<file path="config.mk">
export PLATFORM = sky130hd
export DESIGN_NAME = clock_ctrl
export DESIGN_NICKNAME = d
export VERILOG_FILES = /design/src/rtl/clock_ctrl.sv
export SDC_FILE = /design/constraint.sdc
export NUM_CORES = 1
export LEC_CHECK = 0
export BUFFER_PORTS_ARGS = -buffer_cell sky130_fd_sc_hd__clkbuf_2
export CAP_MARGIN = 20
export CORE_ASPECT_RATIO = 0.7
export CORE_UTILIZATION = 49
export DETAILED_ROUTE_END_ITERATION = 10
export PLACE_DENSITY = 0.73
export SLEW_MARGIN = 20
export SYNTH_ARGS = -nofsm -noshare
export SYNTH_HDL_FRONTEND = slang
export SYNTH_SLANG_ARGS = --single-unit
</file>
<file path="constraint.sdc">
create_clock -name clk_50mhz -period 1.7 [get_ports clk_50mhz]
set_clock_uncertainty 0.1 [all_clocks]
set_input_delay 0.34 -clock clk_50mhz [delete_from_list [all_inputs] [get_ports clk_50mhz]]
set_output_delay 0.34 -clock clk_50mhz [all_outputs]
set_load 0.02 [all_outputs]
</file>
<file path="src/rtl/clock_ctrl.sv">
// clock_ctrl: timekeeping and mode controller for the multifunctional clock.
//
// Raw front-panel keys are synchronised, debounced on the 100 Hz sample
// strobe and reduced to single-cycle press pulses. The press pulses drive a
// RUN -> SET_HOUR -> SET_MIN -> RUN mode sequence. An HH:MM:SS counter
// advances on the 1 Hz tick while in RUN. A blink generator flags the field
// being edited in the set modes.
//
// Parameters:
//   DEBOUNCE_SAMPLES  consecutive equal 100 Hz samples needed to flip a key
//   BLINK_TICKS       100 Hz ticks per blink half-period
//
// Ports:
//   clk_50mhz   in   system clock; the only clock in the block
//   rst_n       in   synchronous, active-low reset
//   tick_1hz    in   one-cycle pulse per second
//   tick_100hz  in   one-cycle pulse every 10 ms; key sample strobe
//   key_mode    in   raw mode key, active-high, asynchronous, bouncing
//   key_inc     in   raw increment key, active-high, asynchronous, bouncing
//   hour        out  0..23
//   minute      out  0..59
//   second      out  0..59
//   mode        out  0 = RUN, 1 = SET_HOUR, 2 = SET_MIN
//   blink       out  blank the field selected by mode when high
//   on_hour     out  one-cycle chime pulse at the top of each hour
module clock_ctrl #(
  parameter int DEBOUNCE_SAMPLES = 2,
  parameter int BLINK_TICKS      = 50
) (
  input  logic       clk_50mhz,
  input  logic       rst_n,
  input  logic       tick_1hz,
  input  logic       tick_100hz,
  input  logic       key_mode,
  input  logic       key_inc,
  output logic [4:0] hour,
  output logic [5:0] minute,
  output logic [5:0] second,
  output logic [1:0] mode,
  output logic       blink,
  output logic       on_hour
);

  localparam int CW = $clog2(DEBOUNCE_SAMPLES + 1);
  localparam int BW = (BLINK_TICKS > 1) ? $clog2(BLINK_TICKS) : 1;

  // Key index 0 is the mode key, index 1 the increment key.
  localparam int KEYS = 2;

  typedef enum logic [1:0] {
    RUN      = 2'd0,
    SET_HOUR = 2'd1,
    SET_MIN  = 2'd2
  } mode_t;

  logic [KEYS-1:0] sync_p0;
  logic [KEYS-1:0] sync_p1;
  logic [CW-1:0]   db_cnt_p2 [KEYS];
  logic [KEYS-1:0] stable_p2;
  logic [KEYS-1:0] press_p2;

  logic            p_mode;
  logic            p_inc;

  mode_t           state_q;
  logic [BW-1:0]   blink_cnt;

  // Hour counter step with wrap 23 -> 0.
  function automatic logic [4:0] hour_inc(input logic [4:0] h);
    return (h == 5'd23) ? 5'd0 : h + 5'd1;
  endfunction

  // Minute/second counter step with wrap 59 -> 0.
  function automatic logic [5:0] sexag_inc(input logic [5:0] v);
    return (v == 6'd59) ? 6'd0 : v + 6'd1;
  endfunction

  // ---- stage p0/p1: two-flop synchronizer on the raw keys ----
  // ---- stage p2: debounce and press-pulse extraction ----
  always_ff @(posedge clk_50mhz) begin
    if (!rst_n) begin
      sync_p0   <= '0;
      sync_p1   <= '0;
      stable_p2 <= '0;
      press_p2  <= '0;
      for (int k = 0; k < KEYS; k++) begin
        db_cnt_p2[k] <= '0;
      end
    end else begin
      sync_p0  <= {key_inc, key_mode};
      sync_p1  <= sync_p0;
      press_p2 <= '0;
      if (tick_100hz) begin
        for (int k = 0; k < KEYS; k++) begin
          if (sync_p1[k] != stable_p2[k]) begin
            // Reaching the sample count flips the state; the counter
            // therefore never exceeds DEBOUNCE_SAMPLES.
            if (db_cnt_p2[k] == CW'(DEBOUNCE_SAMPLES - 1)) begin
              stable_p2[k] <= ~stable_p2[k];
              db_cnt_p2[k] <= '0;
              press_p2[k]  <= ~stable_p2[k];
            end else begin
              db_cnt_p2[k] <= db_cnt_p2[k] + CW'(1);
            end
          end else begin
            db_cnt_p2[k] <= '0;
          end
        end
      end
    end
  end

  assign p_mode = press_p2[0];
  assign p_inc  = press_p2[1];

  // ---- stage p3: mode FSM, time counter, blink and chime ----
  always_ff @(posedge clk_50mhz) begin
    if (!rst_n) begin
      state_q   <= RUN;
      hour      <= '0;
      minute    <= '0;
      second    <= '0;
      on_hour   <= 1'b0;
      blink     <= 1'b0;
      blink_cnt <= '0;
    end else begin
      on_hour <= 1'b0;

      unique case (state_q)
        RUN: begin
          // A tick on the same edge as a mode press is still applied.
          if (tick_1hz) begin
            second <= sexag_inc(second);
            if (second == 6'd59) begin
              minute <= sexag_inc(minute);
              if (minute == 6'd59) begin
                hour    <= hour_inc(hour);
                on_hour <= 1'b1;
              end
            end
          end
          if (p_mode) begin
            state_q <= SET_HOUR;
          end
        end
        SET_HOUR: begin
          // Mode press wins over a simultaneous increment.
          if (p_mode) begin
            state_q <= SET_MIN;
          end else if (p_inc) begin
            hour <= hour_inc(hour);
          end
        end
        SET_MIN: begin
          // Leaving the set modes restarts the second count from zero.
          if (p_mode) begin
            state_q <= RUN;
            second  <= '0;
          end else if (p_inc) begin
            minute <= sexag_inc(minute);
          end
        end
        default: begin
          state_q <= RUN;
        end
      endcase

      // Blink restarts in phase on every mode change and is held off in RUN.
      if (p_mode || state_q == RUN) begin
        blink_cnt <= '0;
        blink     <= 1'b0;
      end else if (tick_100hz) begin
        if (blink_cnt == BW'(BLINK_TICKS - 1)) begin
          blink_cnt <= '0;
          blink     <= ~blink;
        end else begin
          blink_cnt <= blink_cnt + BW'(1);
        end
      end
    end
  end

  assign mode = state_q;

endmodule
</file>
* Word level (Yosys, flattened, before mapping)
Memory sizes are Yosys's and may differ from the RTL's.
Index checks and enable logic that the tools add are counted.
** Storage, ports and cells
- Register bits :: 35
- Bits in writable memories :: 4
- Bits of input ports :: 6
- Output and inout bits :: 21
- Logic and storage cells :: 123
- Memories :: 1
** Memories
- db_cnt_p2 :: depth 2, width 2, rd ports 2, clocked after memory_dff 0, wr ports 2, line 58 : logic [CW-1:0] db_cnt_p2 [KEYS];
** Cells by class
- Add/sub/neg operators :: 6
- Equality and inequality tests :: 20
- Mux-type cells :: 58
- Bitwise operators :: 10
- Reductions and logical operators :: 15
** Operators with widths (count)
- $mux W6 :: 9
- $mux W1 :: 30
- $mux W5 :: 6
- $pmux W6 S2 :: 2
- $ne A2 B2 Y1 const B :: 10
- $add A6 B1 Y6 const B :: 3
- $eq A6 B6 Y1 const B :: 3
- $mux W2 :: 9
- $reduce_and A3 Y1 :: 4
- $reduce_and A4 Y1 :: 3
- $pmux W5 S2 :: 1
- $eq A2 B1 Y1 const B :: 3
- $or A1 B1 Y1 :: 6
- $pmux W2 S3 :: 1
- $reduce_and A6 Y1 :: 1
- $add A5 B1 Y5 const B :: 1
- $eq A5 B5 Y1 const B :: 1
- $reduce_and A5 Y1 :: 1
- $add A2 B1 Y2 const B :: 2
- $not A1 Y1 :: 4
- $reduce_bool A2 Y1 :: 2
- $eq A2 B2 Y1 const B :: 1
- $logic_not A2 Y1 :: 1
- $ne A1 B1 Y1 :: 2
- other kinds (3) :: 3

* Logic depth before layout (Yosys ltp)
- Depth in word-level cells :: 9
- Gate-level depth with buffers :: 7
- Gate-level depth less buffers :: 6

* Worst setup path before layout
No wires, ideal clock.
- Path type :: register to register
- Start point :: register second[0]
- End point :: register minute[5]
- Library setup time :: 86 ps
- Arrival :: 1810 ps
- Slack :: -296 ps
- Cell stages (with the launch flop) :: 6
- Clock period less this slack :: 1996 ps
- Cells stage by stage :: dfxtp_1 ha_1 and4b_2 a31oi_4 or4_1 a211oi_1
** On the way
- Cells in the longest elaborated chain, start to end :: 3
** Ends and longest elaborated chain
- from (decl) :: line 38 : output logic [5:0] second,
- from (signal assigned) :: line 133 : second <= sexag_inc(second);
- $eq A6 B6 Y1 :: line 134 : if (second == 6'd59) begin
- $ne A2 B2 Y1 (no source line)
- $reduce_and A5 Y1 (no source line)
- to (signal assigned) :: line 135 : minute <= sexag_inc(minute);
- to (signal assigned) :: line 160 : minute <= sexag_inc(minute);
- to (decl) :: line 37 : output logic [5:0] minute,
No other way between the ends.
A chain may end at the register's enable or synchronous reset.

* Final worst setup path
- Start point :: register second[1]
- End point :: register minute[5]
Same word-level chain as after synthesis.

==> metrics.md <==
| Metric | Value |
|---|---|
| Sw Share | `23.59%` |
| Post-DRT Antenna Nets | `0` |
| WP buf/inv | `0` |
| Share of cells above drive strength 1 | `30.16%` |
| Switching power | `398.9 µW` |
| Hold Startpoint | `key_mode` |
| Die ar. | `4088 µm²` |
| Cell variety after synth | `48` |
| Detailed-route DRC error count | `0` |
| Area delta synth->final | `24.85%` |
| Setup ws final | `-0.05999 ns` |
| Post-synth EDFFs | `4` |
| Worst vdd ir | `0.4344 mV` |
| Most common cell in the synthesized netlist | `dfxtp_1` |
| H-tree levels | `2` |
| Initial antenna violation count | `0` |
| Ranking of synthesized cells by area | `dfxtp_1, edfxtp_1, nand2_1` |
| Hold depth | `2` |
| Avg Vias per Cell | `5.228` |
| Mapped Area | `1878 µm²` |
| Setup slack, reg-to-reg | `-0.06 ns` |
| Max FO, Critical Path | `5` |
| DP HPWL | `2.796 mm` |
| Fin crit period | `1.760 ns` |
| Die Width | `76.00 µm` |
| Multi-input logic area | `1050 µm²` |
| ANT cells | `0` |
| # IOs | `27` |
| Average cell area after synthesis | `9.251 µm²` |
| Row count | `18` |
| Synth top area share | `37.31%` |
| Internal | `1292 µW` |
| Cell breakdown of the critical path | `ha_4, and4b_2, a31oi_4, or4_4, a211oi_2` |
| Cell count after synthesis | `203` |
| R2R Path Start | `second[1]$_SDFFE_PN0P_` |
| Die height | `53.80 µm` |
| Total GRT Usage | `19.40%` |
| Critical path startpoint category | `register` |
| Max frequency | `568.2 MHz` |
| Crit share post-route | `103.5%` |
| Vias | `1,579` |
| Endpoint, Worst Hold | `sync_p0[0]$_SDFF_PN0_` |
| Crit Path Class | `register to register` |
| Worst slack at placement | `-0.07337 ns` |
| Ys Warns | `0` |
| Syn nets | `216` |
| Initial DRC Count | `72` |
| Critical path arrival | `1.88 ns` |
| CP peak stage delay | `0.50 ns` |
| WL/cell | `12.55 µm` |
| Ys flop type | `dfxtp_1` |
| Core Area | `3603 µm²` |
| WHS | `0.1645 ns` |
| First-pass DRT Iterations | `4` |
| Number of hold buffers added after cts | `0` |
| Final wirelength | `3.791 mm` |
| Power share of the sequential group | `56.9%` |
| First-pass GRT wire length | `6.044 mm` |
| Top cell type by total area after synthesis | `dfxtp_1` |
| HP Class | `input port to register` |
| Final setup violation count | `3` |
| Lkg Pwr | `0.0009262 µW` |
| Clock Tree Buf Depth | `2` |
| Cts bufs inserted | `5` |
| Starting Density | `52.12%` |
| Slowest cell on crit path | `or4_4` |
| RSZ-0062 raised after global routing | `yes` |
| Delay-heaviest family, CP | `simple AND/OR/NAND/NOR gates` |
| Comb power frac | `7.7%` |
| Port-buffer cells | `26` |
| CTS tree | `done` |
| RR Endpoint | `minute[5]$_SDFFE_PN0P_` |
| Worst Tran Pin Value | `0.4355 ns` |
| Seq cells post-synth | `39` |
| Fin nets | `264` |
| Status | `finished, violations left` |
| Root Driver | `clkbuf_8` |
| Relative slew slack | `70.89%` |
| Max-slew violations | `0` |
| Failing checks | `setup timing` |
| FILL cells | `306` |
| Total gr overflow | `0` |
| WP data required | `1.82 ns` |
| Clock power frac | `35.4%` |
| Sink Count | `39` |
| Vias in the first global route | `1,295` |
| PD cells | `721.2 nW/µm²` |
| Max_cap viols | `0` |
| Most common library cells after synthesis | `dfxtp_1, nand2_1, nor2_1, xnor2_1, a21oi_1` |
| Register area | `829.5 µm²` |
| Skew-Pair Late Insertion Delay | `0.29 ns` |
| CP endpoint kind | `register` |
| Final Hold Viols | `0` |
| Post-synth ARST share | `0%` |
| Clock-pin slew on the worst setup and hold paths | `0.08 ns` |
| R2R cell count | `5` |
| Seq/Total Area, Yosys | `43.70%` |
| Largest net degree at the start of global routing | `18` |
| GP Congestion | `0.8136` |
worst reg2reg max path: cells and delay by family, from the launching register on:
family,cells,cell delay (ns)
flip-flops,1,0.36
AND/OR/NAND/NOR,2,0.77
AO/OA/AOI/OAI,2,0.32
adder cells (fa/ha/maj),1,0.14
state kept, by name, indices dropped and copies added, names as in the netlist:
| name | count |
|---|---|
| blink_cnt | 6 |
| minute | 6 |
| second | 6 |
| hour | 5 |
| db_cnt_p2 | 4 |
| mode | 2 |
| press_p2 | 2 |
| stable_p2 | 2 |
| sync_p0 | 2 |
| sync_p1 | 2 |
| blink | 1 |
| on_hour | 1 |
kinds of logic (layout without fill, tap and decap cells):
group,Yosys count,count (layout),synth area share (%)
buffers and inverters,14,63,3.264
AOI/OAI and AO/OA,29,29,11.33
muxes,6,6,3.198
DFF,39,39,43.70
xor gates and xnor gates,13,13,6.063
adders and majority gates,7,7,4.663
and+or+nand+nor,95,95,27.78
metrics by stage:
step                setup TNS [ns]  util, %  cells  power [µW]  cell area (µm²)
floorplan                 -0.06141        -    203        1057             1899
global placement          -0.02357    61.25    292        1109             2207
detailed placement        -0.07337    61.25    292        1111             2207
CTS                       -0.04078    63.72    301        1705             2296
global route               -0.2861    65.07    302        1763             2345
finish                    -0.08638    65.07    302        1691             2345
final cells by class:
| cell class | instances | area share, % |
|---|---|---|
| timing repair buffer | 48 | 12.59 |
| inverter | 7 | 1.121 |
| clock buffer | 7 | 3.255 |
| clock inverter | 1 | 0.2134 |
| tap | 50 | 2.668 |
| sequential | 39 | 35.38 |
| multi-input combinational | 150 | 44.77 |
per-layer routing:
metal | GRT usage (%) | up-vias | wire length [µm]
met2 | 27.73 | 31 | 1516
met3 | 5.593 | 9 | 171
met4 | 8.654 | 0 | 65
li1 | - | 818 | -
met1 | 27.26 | 721 | 2037
met5 | 0 | - | 0
cell usage in the layout, fill, tap and decap left out, types with 6 or more instances in the layout:
master,instances
nor2_1,18
buf_4,22
clkbuf_2,26
mux2i_1,6
nand3_1,6
nand2b_1,6
inv_1,6
nand2_1,24
a21oi_1,7
xnor2_1,10
dfxtp_1,32
worst max-delay path by stage:
stage                                      start                     end  slack (ns)  cells after the start
after floorplan           second[0]$_SDFFE_PN0P_  minute[5]$_SDFFE_PN0P_       -0.06                      5
after global placement    second[1]$_SDFFE_PN0P_  minute[5]$_SDFFE_PN0P_       -0.02                      5
after detailed placement  second[1]$_SDFFE_PN0P_  minute[5]$_SDFFE_PN0P_       -0.07                      5
after CTS                 second[1]$_SDFFE_PN0P_  minute[5]$_SDFFE_PN0P_       -0.04                      5
after global routing      second[1]$_SDFFE_PN0P_  minute[5]$_SDFFE_PN0P_       -0.11                      5
final                     second[1]$_SDFFE_PN0P_  minute[5]$_SDFFE_PN0P_       -0.06                      5
timing repair:
item                       CTS  global route
setup endpoints to repair    3            13
buffers inserted             1             1
pin swaps                    1             2
resized for setup            0            13
power by group through the flow:
stage	combinational [µW]	sequential [µW]	clock [µW]
2_1_floorplan	62.1	995	0
3_3_place_gp	125	984	0
3_5_place_dp	127	984	0
6_report	130	963	598
5_1_grt	143	966	655
4_1_cts	128	963	615
(Power assumes the default switching activity.)
